==> config.mk <==
export PLATFORM = sky130hd
export DESIGN_NAME = seg7_result_display
export DESIGN_NICKNAME = d
export VERILOG_FILES = /design/src/rtl/seg7_pkg.sv /design/src/rtl/seg7_hex_decoder.sv /design/src/rtl/seg7_result_display.sv
export SDC_FILE = /design/constraint.sdc
export NUM_CORES = 1
export LEC_CHECK = 0
export ABC_AREA = 1
export CAP_MARGIN = 10
export CELL_PAD_IN_SITES_DETAIL_PLACEMENT = 1
export CELL_PAD_IN_SITES_GLOBAL_PLACEMENT = 2
export CORE_UTILIZATION = 30
export DETAILED_ROUTE_END_ITERATION = 16
export PLACE_DENSITY_LB_ADDON = 0.1
export SLEW_MARGIN = 5
export SYNTH_ARGS = -nofsm -noshare
export SYNTH_HDL_FRONTEND = slang
export SYNTH_SLANG_ARGS = --single-unit
==> constraint.sdc <==
create_clock -name clk -period 2.85 [get_ports clk]
set_input_delay 0.285 -clock clk [delete_from_list [all_inputs] [get_ports clk]]
set_output_delay 0.285 -clock clk [all_outputs]
set_load 0.01 [all_outputs]
==> src/rtl/seg7_pkg.sv <==
// Shared constants and hex-to-segment table for the seven-segment result display.
// Segment vectors are {g,f,e,d,c,b,a}, active-low.
package seg7_pkg;

   localparam int unsigned NUM_DIGITS = 8;
   localparam int unsigned DIGIT_W    = $clog2(NUM_DIGITS);
   localparam logic [6:0]  SEG_OFF    = 7'h7F;
   localparam logic [7:0]  AN_OFF     = 8'hFF;

   function automatic logic [6:0] hex_to_seg(input logic [3:0] nib);
      logic [6:0] s;
      case (nib)
         4'h0: s = 7'b1000000;
         4'h1: s = 7'b1111001;
         4'h2: s = 7'b0100100;
         4'h3: s = 7'b0110000;
         4'h4: s = 7'b0011001;
         4'h5: s = 7'b0010010;
         4'h6: s = 7'b0000010;
         4'h7: s = 7'b1111000;
         4'h8: s = 7'b0000000;
         4'h9: s = 7'b0010000;
         4'hA: s = 7'b0001000;
         4'hB: s = 7'b0000011;
         4'hC: s = 7'b1000110;
         4'hD: s = 7'b0100001;
         4'hE: s = 7'b0000110;
         default: s = 7'b0001110;
      endcase
      return s;
   endfunction

endpackage

==> src/rtl/seg7_hex_decoder.sv <==
// Combinational nibble to active-low seven-segment pattern.
module seg7_hex_decoder
   import seg7_pkg::*;
(
   input  logic [3:0] nibble,
   output logic [6:0] seg
);

   always_comb begin
      seg = hex_to_seg(nibble);
   end

endmodule

==> src/rtl/seg7_result_display.sv <==
// Loads 32-bit results plus zero flag and scans them as hex onto an 8-digit
// common-anode display; new values swap in only at frame boundaries.
module seg7_result_display
   import seg7_pkg::*;
#(
   parameter int unsigned REFRESH_DIV = 100000,
   parameter bit          BLANK_LZ    = 1'b1
) (
   input  logic        clk,
   input  logic        rst,
   input  logic        enable,
   input  logic        load,
   input  logic [31:0] value,
   input  logic        flag,
   output logic [7:0]  an,
   output logic [6:0]  seg,
   output logic        dp,
   output logic        shown
);

   localparam int unsigned DIV_W = (REFRESH_DIV > 1) ? $clog2(REFRESH_DIV) : 1;
   localparam logic [DIV_W-1:0]   DIV_LAST   = DIV_W'(REFRESH_DIV - 1);
   localparam logic [DIGIT_W-1:0] DIGIT_LAST = DIGIT_W'(NUM_DIGITS - 1);

   logic [DIV_W-1:0]   div;
   logic [DIGIT_W-1:0] digit;
   logic [31:0]        cap_val;
   logic               cap_flag;
   logic               pending;
   logic [31:0]        disp_val;
   logic               disp_flag;

   logic               div_wrap;
   logic               frame_end;
   logic               transfer;
   logic [31:0]        shifted;
   logic [3:0]         nibble;
   logic [6:0]         nib_seg;
   logic               blank;

   assign div_wrap  = (div == DIV_LAST);
   assign frame_end = enable && div_wrap && (digit == DIGIT_LAST);
   assign transfer  = frame_end && pending;

   always_ff @(posedge clk or posedge rst) begin
      if (rst) begin
         div   <= '0;
         digit <= '0;
      end else if (!enable) begin
         div   <= '0;
         digit <= '0;
      end else if (div_wrap) begin
         div   <= '0;
         digit <= digit + DIGIT_W'(1);
      end else begin
         div   <= div + DIV_W'(1);
      end
   end

   // A load coinciding with a transfer is captured and stays pending for the next frame.
   always_ff @(posedge clk or posedge rst) begin
      if (rst) begin
         cap_val   <= '0;
         cap_flag  <= 1'b0;
         pending   <= 1'b0;
         disp_val  <= '0;
         disp_flag <= 1'b0;
         shown     <= 1'b0;
      end else begin
         if (load) begin
            cap_val  <= value;
            cap_flag <= flag;
         end
         if (transfer) begin
            disp_val  <= cap_val;
            disp_flag <= cap_flag;
         end
         pending <= load || (pending && !transfer);
         shown   <= transfer;
      end
   end

   always_comb begin
      shifted = disp_val >> {digit, 2'b00};
      nibble  = shifted[3:0];
      blank   = BLANK_LZ && (digit != '0) && (shifted == 32'd0);
   end

   seg7_hex_decoder u_dec (
      .nibble (nibble),
      .seg    (nib_seg)
   );

   always_ff @(posedge clk or posedge rst) begin
      if (rst) begin
         an  <= AN_OFF;
         seg <= SEG_OFF;
         dp  <= 1'b1;
      end else if (!enable || blank) begin
         an  <= AN_OFF;
         seg <= SEG_OFF;
         dp  <= 1'b1;
      end else begin
         an  <= ~(8'd1 << digit);
         seg <= nib_seg;
         dp  <= !((digit == '0) && disp_flag);
      end
   end

endmodule
# Word level (Yosys, flattened, before mapping)
# Memories as Yosys holds them, arrays and structs flattened.
# Index checks and enable logic that the tools add are counted.
# Widths: inputs -> output; s select.
[op_classes] shift=2 n_mux=7 bitwise=1 n_mul=0 n_div=0 order_cmp=0 n_eq_ne=3 n_addsub=2 n_reduce_logical=14
[ops] cell="$mux 17" count=2
[ops] cell="$logic_not 32->1" count=1
[ops] cell="$shr 32x5->32" count=1
[ops] cell="$add 17x1->17 const B" count=1
[ops] cell="$eq 17x17->1 const B" count=1
[ops] cell="$mux 8" count=1
[ops] cell="$not 8->8" count=1
[ops] cell="$shl 1x3->8 const A" count=1
[ops] cell="$mux 7" count=1
[ops] cell="$logic_and 1x1->1" count=6
[ops] cell="$mux 3" count=2
[ops] cell="$add 3x1->3 const B" count=1
[ops] cell="$eq 3x3->1 const B" count=1
[ops] cell="$logic_not 1->1" count=3
[ops] cell="$logic_not 3->1" count=1
[ops] cell="$reduce_bool 3->1" count=1
[ops] cell="$logic_or 1x1->1" count=2
[ops] cell="$ne 2x1->1 const B" count=1
[ops] cell="$mux 1" count=1
[totals] memories=1 out_inout_bits=17 mem_bits_rw=0 regBits=104 latch_bits=0 romBits=112 word_cells=41
[mem_list] memory="(name not given)" words=16 word_bits=7 read_ports=1 rd_clocked_by_memory_dff=0 wr=0 line="seg7_pkg.sv:12" rtl="case (nib)"

# Depth between registers and ports, before layout
# Gate-level depths: netlist of the first run.
[depth] ltp_word=7 ltp_mapped=18

# Modules after synthesis
# From an unflattened synthesis of the first run, not the netlist that was laid out.
[unflattened] hier_cells=683 hier_area_um2=5365.1
[by_module_without_submodules] mod="seg7_result_display" instances=1 cells_each=634 area_each_um2=5091.1 seq_area_each_um2=2622.5
[by_module_without_submodules] mod="seg7_hex_decoder" instances=1 cells_each=49 area_each_um2=274.0 seq_area_each_um2=0.0

# Worst setup path before layout of the first run
# OpenSTA, ideal clock, no wires.
[synth_path] path_kind="flip-flop to flip-flop" start="reg digit[1]" end="reg an[0]" required_time_ps=2783 t_arrival_ps=2076 period_less_slack_ps=2143 path_slack_ps=707 n_path_buf=2 path_stages_with_launch=17 cell_sequence="dfrtp_1 -> inv_1 -> buf_2 -> o211ai_1 -> nand2_1 -> nand2_1 -> nand2_1 -> ha_1 -> inv_1 -> nor2_1 -> nand3_1 -> nor2_1 -> nand2_1 -> nor2_2 -> nand3_4 -> buf_6 -> nand3_2"
[synth_via] elab_chain_len=5 elab_cells_between_ends=8
[synth_rtl] element="start: declaration" line="seg7_result_display.sv:26" rtl="logic [DIGIT_W-1:0] digit;"
[synth_rtl] element="start signal: assignment" line="seg7_result_display.sv:54" rtl="digit <= digit + DIGIT_W'(1);"
[synth_rtl] element="$shr 32x5->32" line="seg7_result_display.sv:84" rtl="shifted = disp_val >> {digit, 2'b00};"
[synth_rtl] element="$logic_not 32->1" line="seg7_result_display.sv:86" rtl="blank = BLANK_LZ && (digit != '0) && (shifted == 32'd0);"
[synth_rtl] element="$logic_and 1x1->1" line="seg7_result_display.sv:86"
[synth_rtl] element="$logic_or 1x1->1" line="seg7_result_display.sv:99" rtl="end else if (!enable || blank) begin"
[synth_rtl] element="$mux 8 (*)" line="seg7_result_display.sv:99"
[synth_rtl] element="end signal: assignment" line="seg7_result_display.sv:104" rtl="an <= ~(8'd1 << digit);"
[synth_rtl] element="end: declaration" line="seg7_result_display.sv:15" rtl="output logic [7:0] an,"
# Mark *: on every way between the ends. The rest lies on a longest branch, timed or not.
# A chain may end at the register's enable or synchronous reset.

# Worst setup path after layout of the first run
[layout_path] start="reg digit[0]" end="reg seg[2]"
[layout_via] elab_chain_len=5 elab_cells_between_ends=7
[layout_rtl] element="branches (longest 4 deep; another with $mem_v2 16x7)"
[layout_rtl] element="$mux 7 (*)" line="seg7_result_display.sv:99"
[layout_rtl] element="end signal: assignment" line="seg7_result_display.sv:105" rtl="seg <= nib_seg;"
[layout_rtl] element="end: declaration" line="seg7_result_display.sv:16" rtl="output logic [6:0] seg,"
# Mark *: on every way between the ends.

==> results_dict.tcl, run 1 <==
set metrics [dict create \
    status "complete, no violations" \
    worst_pin_slew_ns 0.653 \
    ys_seq_area_frac 0.476 \
    end_kind "flop" \
    antenna_cells 0 \
    synthFlopType "dfrtp_1" \
    worstPathMaxFanout 31 \
    yosysTopAreaCell "dfrtp_1" \
    synth.distinct_cells 36 \
    drv_slew 0 \
    drt-total-wl_mm 13.6 \
    criticalPathCategory "reg -> reg" \
    dpl.hpwl_mm 10.2 \
    clock_latency_ns 0.36 \
    hp-class "in -> async" \
    die-area_sq_um 18900 \
    gp_congestion 0.794 \
    cts_resized 0 \
    grt_util_all_layers 0.161 \
    synth-edff-count 0 \
    clock-skew-final_ns 0.0116 \
    post-cts-setup-buffer-count 0 \
    finalCriticalPeriod_ns 2.50 \
    synthArstFlopShare 1.00 \
    htree_levels 3 \
    synth_top_family_by_area "simple AND/OR/NAND/NOR gates" \
    final_antenna_net_count 0 \
    syn_area_sq_um 5510 \
    synth_top_area_share 0.400 \
    setup_viol 0 \
    ys_ff_latch 104 \
    hold_viol 0 \
    relSlewSlack 0.564 \
    fmaxAchievable_mhz 400 \
    vias_per_cell 4.50 \
    routed-via-count 4453 \
    layout.nets 806 \
    required_ns 3.14 \
    overflow 0 \
    leakagePower_nw 3.14 \
    setup_tns_ns 0 \
    port_buffers 53 \
    ir_worst_vdd_v 0.000277 \
    drtIter0Drc 144 \
    synth-simple-area-share 0.310 \
    first_pass_iters 4 \
    critPathLaunchType "flop" \
    antenna_found_initial 0 \
    yosysMostFrequentCell "nand2_1" \
    fin_crit_sh 0.878 \
    grt_max_degree 67 \
    synth_fa_ha_area_frac 0.0295 \
    drc_errors 0 \
    synth.area.top_cells "dfrtp_1 (40%), nand2_1 (17%), dfstp_2 (7.6%)" \
    ys_warn_count 0 \
    hold_buffers 0 \
    grt_pass1_wl_mm 23.1 \
    syn-num-nets 758 \
    rows 49 \
    start_util 0.307 \
    synth_xor_xnor_area_share 0.00636 \
    die_x_microns 137 \
    p_per_area_nw_per_um2 495 \
    cts_buffer_depth 2 \
    wire_per_inst_microns 13.7 \
    root_buffer "clkbuf_16" \
    synth_mux_area_frac 0 \
    rsz0062_at_grt "no" \
    syn_to_final_growth_pct 18.9 \
    cap_violations 0 \
    syn_inst 708 \
    die_h_microns 137 \
    core_sq_um 18000 \
    clk_pin_slew_ns 0.08 \
    crit_arrival_ns 2.79 \
    cts_sinks 104 \
    grt_pass1_vias 4556 \
    cts_buffers 9 \
    drive_gt1_frac 0.116 \
    syn_avg_cell_area_sq_um 7.78 \
    fin_hold_ws_ns 0.361 \
    io_pins 54 \
    synth_compound_area_frac 0.0688 \
    cts_tree "built" \
    synth_common_cells "nand2_1 (255), inv_1 (104), dfrtp_1 (88), nand3_1 (44), nor2_1 (39)" \
]
worst max-delay path: stages (launching register included):
cell and delay [ns]:
dfrtp_1 0.37, buf_4 0.33, nand2_1 0.09, nand2_1 0.09, nand2_1 0.06, nand2_1 0.07, nand2_1 0.05, nand2_1 0.17
ha_1 0.20, inv_1 0.04, nor2_1 0.12, nand3_1 0.09, nor2_1 0.12, nand2_1 0.08, nor2_2 0.14, nand3_4 0.23
nand3_1 0.16
layout make-up:
type	count	area, sq um
inverters	109	413
clock inverters	6	67.6
flip-flops and latches	104	2620
repair buffers	65	646
well taps	229	287
multi-input cells	467	2290
fillers	2184	11400
clock buffers	10	229
flip-flops by register name (all words and copies together), names as in the netlist:
register	flops
digit	3
dp	1
cap_val	32
shown	1
disp_flag	1
div	17
cap_flag	1
seg	7
disp_val	32
pending	1
an	8
where the power goes:
group,internal [mW],switching (mW)
clock,0.687,0.582
combinational,0.158,0.231
sequential,1.55,0.0354
total,2.39,0.848
metal layers:
layer  share of wire  global-route usage  routed length (microns)  vias up
met2            0.49               0.267                     6620       45
li1                -                   -                        -     2265
met1            0.47               0.208                     6450     2131
met4           0.017              0.0659                      236        0
met5               0                   0                        0        -
met3           0.021              0.0254                      285       12
path summary, 6_finish.rpt:
check / start / slack (ns) / end / cells past startpoint
setup / recovery: digit[0]$_DFFE_PP0P_ / 0.35 / seg[2]$_DFF_PP1_ / 16
hold / removal: rst / 0.36 / cap_val[24]$_DFFE_PP0P_ / 2
setup reg to reg: digit[0]$_DFFE_PP0P_ / 0.35 / seg[2]$_DFF_PP1_ / 16
hold reg to reg: div[0]$_DFF_PP0_ / 0.46 / div[0]$_DFF_PP0_ / 1
max in group asynchronous: rst / 1.79 / seg[6]$_DFF_PP1_ / 3
min in group clk: value[25] / 0.45 / cap_val[25]$_DFFE_PP0P_ / 3
cell usage in the layout, fill, tap and decap left out, drive strengths merged:
cell type / count
o22ai: 1
clkbuf: 10
o21bai: 1
nand3b: 2
o21a: 1
clkinvlp: 3
nand2: 264
nor2: 42
a21oi: 3
buf: 12
o211ai: 4
and2: 1
nor3: 7
clkdlybuf4s50: 53
or2: 1
inv: 108
a211oi: 2
clkinv: 3
nand3: 56
o21ai: 49
dfstp: 16
dfrtp: 88
nor3b: 4
bufinv: 1
nand4: 7
ha: 13
nor4: 5
xor2: 4
logic make-up after synthesis:
group	count (synthesis)
and+or+nand+nor	389
buffers and inverters	137
DFF	104
AOI/OAI and AO/OA	61
adders and majority gates	13
xor gates and xnor gates	4
metrics by stage:
step                      area, sq um  worst slack [ns]  utilization  power [mW]  cells
after floorplan                  5510             0.707            -        1.85    708
after global placement           6250             0.488        0.348        2.00    974
after detailed placement         6250             0.351        0.348        2.01    974
after CTS                        6550             0.335        0.365        3.31    990
after global routing             6550           0.00788        0.365        3.43    990
final                            6550             0.348        0.365        3.24    990
Note: power is estimated with default switching activity, not from simulation.
==> run 2: changes to the inputs <==
--- a/config.mk
+++ b/config.mk
@@ -9,10 +9,12 @@
 export CAP_MARGIN = 10
 export CELL_PAD_IN_SITES_DETAIL_PLACEMENT = 1
 export CELL_PAD_IN_SITES_GLOBAL_PLACEMENT = 2
+export CORE_MARGIN = 4
 export CORE_UTILIZATION = 30
 export DETAILED_ROUTE_END_ITERATION = 16
 export PLACE_DENSITY_LB_ADDON = 0.1
 export SLEW_MARGIN = 5
 export SYNTH_ARGS = -nofsm -noshare
 export SYNTH_HDL_FRONTEND = slang
+export SYNTH_HIERARCHICAL = 1
 export SYNTH_SLANG_ARGS = --single-unit
==> run 2 against run 1 <==
Effect of this change: sequential cell count unchanged; power decreased by 3.8%; count of clock-buffer cells in the layout is the same; register-to-register slack improved by 0.19 ns; sequential share of layout area grew 1.0 points; combinational power shrank 52%.
==> results_dict.tcl, run 2 <==
set metrics [dict create \
    antenna_cells 0 \
    wire_per_inst_microns 13.4 \
    ir_worst_vdd_v 0.000315 \
    p_per_area_nw_per_um2 488 \
    nFillCells 2117 \
    yosysMostFrequentCell "nand2_1" \
    ys_warn_count 6 \
    r2r-start "digit[0]$_DFFE_PP0P_" \
    finalCriticalPeriod_ns 2.31 \
    p_sw_mw 0.703 \
    synth-simple-area-share 0.275 \
    relSlewSlack 0.365 \
    hp-class "in -> async" \
    io_pins 54 \
    synth_common_cells "nand2_1 (202), inv_1 (94), dfrtp_1 (88), nand3_1 (57), nor2_1 (47)" \
    clk_pin_slew_ns 0.08 \
    cts_buffer_depth 2 \
    synth.distinct_cells 31 \
    antenna_found_initial 0 \
    fin_crit_sh 0.811 \
    critPathLaunchType "flop" \
    worst_pin_slew_ns 0.952 \
    final_antenna_net_count 0 \
    dpl.hpwl_mm 9.59 \
    startpoint "digit[0]$_DFFE_PP0P_" \
    core_sq_um 17400 \
    cts_tree "built" \
    worstPathMaxFanout 27 \
    vias_per_cell 4.59 \
    syn_to_final_growth_pct 19.1 \
    syn_avg_cell_area_sq_um 7.86 \
    cts_resized 0 \
    leakagePower_nw 3.02 \
    status "complete, no violations" \
    ys_seq_area_frac 0.489 \
    layout.nets 777 \
    synth_mux_area_frac 0 \
    pwr-share-clk 0.446 \
    switching_share 0.226 \
    drc_errors 0 \
    die_x_microns 142 \
    synth_top_family_by_area "simple AND/OR/NAND/NOR gates" \
    grt_max_degree 68 \
    gp_congestion 0.831 \
    synth-edff-count 0 \
    die-area_sq_um 20100 \
    cap_violations 0 \
    overflow 0 \
    worst_slack_ns 0.540 \
    slowest_delay_ns 0.48 \
    synth_xor_xnor_area_share 0.00490 \
    synthArstFlopShare 1.00 \
    hold_buffers 0 \
    synth_top_area_share 0.410 \
    ys_ff_latch 104 \
    final_cell_mix "nand2_1 (201), inv_1 (93), dfrtp_1 (88)" \
    routed-via-count 4388 \
    syn_inst 683 \
    root_buffer "clkbuf_16" \
    crit_top_cell "nand2_1" \
    comb_power_share 0.059 \
    worst_path_max_delay_cell "dfrtp_1" \
    clock-skew-final_ns 0.0122 \
    die_h_microns 142 \
    p_seq_frac 0.495 \
    setup_viol 0 \
    rsz0062_at_grt "no" \
    utilization 0.367 \
    drive_gt1_frac 0.0958 \
    rows 48 \
    drt-total-wl_mm 12.8 \
    cts_buffers 9 \
    cts_sinks 104 \
    drv_slew 0 \
    syn-num-nets 734 \
    syn_area_sq_um 5370 \
    grt_pass1_vias 4535 \
    criticalPathCategory "reg -> reg" \
    hold_viol 0 \
    start_util 0.308 \
    setup_tns_ns 0 \
    layout_commonest_cell "nand2_1" \
    synth.area.top_cells "dfrtp_1 (41%), nand2_1 (14%), dfstp_2 (7.8%)" \
    end_kind "flop" \
    yosysTopAreaCell "dfrtp_1" \
    p_int_mw 2.42 \
    largestRegisters "cap_val x32, disp_val x32, div x17" \
    port_buffers 53 \
    post-cts-setup-buffer-count 0 \
    path_cells "buf_4 > nand2_1 > nand3_1 > nand2_1 > o21ai_2 > inv_1 > ha_1 > inv_1 > nand2_1 > nand3_1 > nand2_1 > inv_1 > nand3_1" \
    synthFlopType "dfrtp_1" \
    grt_pass1_wl_mm 22.5 \
    required_ns 3.10 \
    fin_hold_ws_ns 0.372 \
    synth_compound_area_frac 0.0928 \
    crit_arrival_ns 2.56 \
    htree_levels 3 \
    first_pass_iters 4 \
    fmaxAchievable_mhz 433 \
    grt_util_all_layers 0.137 \
    drtIter0Drc 136 \
    synth_fa_ha_area_frac 0.0326 \
    clock_latency_ns 0.35 \
    dp_slack_ns 0.520 \
]
-- run 2: changes by cell type in the layout (fill, tap and decap cells not counted), moves of 4 or more --
cell | before | now
nor3b_1 | 4 | 0
nand2_2 | 9 | 5
o21ai_0 | 13 | 45
o21ai_1 | 22 | 30
nor2_1 | 39 | 47
o21ai_2 | 14 | 6
nand2_1 | 255 | 201
o211ai_1 | 4 | 0
a21oi_1 | 3 | 8
inv_1 | 103 | 93
nand3_1 | 44 | 57
buf_4 | 10 | 6
-- run 2: worst paths after layout --
| check | endpoint | slack, ns | cells past startpoint |
|---|---|---|---|
| setup / recovery | seg[0]$_DFF_PP1_ | 0.54 | 13 |
| hold / removal | digit[2]$_DFFE_PP0P_ | 0.37 | 3 |
| setup reg to reg | seg[0]$_DFF_PP1_ | 0.54 | 13 |
| hold reg to reg | div[0]$_DFF_PP0_ | 0.47 | 1 |
| max in group asynchronous | disp_val[13]$_DFFE_PP0P_ | 1.90 | 3 |
| min in group clk | div[0]$_DFF_PP0_ | 0.47 | 1 |
-- run 2: metal layers --
metal,vias up,share of wire,GRT usage
li1,2231,-,-
met1,2101,0.49,0.185
met2,48,0.47,0.223
met3,8,0.029,0.0307
met4,0,0.012,0.0364
met5,-,0,0
-- run 2: worst max-delay path, delay by kind of cell, from the launching register on --
family	cells	cell delay, ns
buffers and inverters	4	0.62
AND/OR/NAND/NOR	7	0.55
flip-flops	1	0.48
AO/OA/AOI/OAI	1	0.27
adder cells (fa/ha/maj)	1	0.26
-- run 2: cells by family after synthesis --
group / count (synthesis)
buf+inv: 127
fa+ha+maj: 14
flops: 104
compound gates: 93
xor+xnor: 3
simple gates: 342
-- run 2: cell type report --
type,count,area (sq um),share of cell area
sequential,104,2620,0.411
timing repair buffer,60,591,0.0925
tap,225,282,0.0441
clock buffer,10,239,0.0374
multi-input combinational,452,2180,0.341
clock inverter,6,95.1,0.0149
inverter,99,380,0.0595
-- run 2: power groups by stage --
stage               sequential, mW  combinational (mW)  clock, mW
global route                  1.55               0.216       1.52
CTS                           1.54               0.194       1.46
detailed placement            1.57               0.194          0
global placement              1.57               0.187          0
finish                        1.54               0.185       1.39
floorplan                     1.57              0.0936          0
-- run 2: stage by stage --
step	total power [mW]	instances	cell area, sq um
floorplan	1.66	683	5370
global placement	1.76	940	6050
detailed placement	1.76	940	6050
CTS	3.19	956	6390
global route	3.28	956	6390
finish	3.12	956	6390
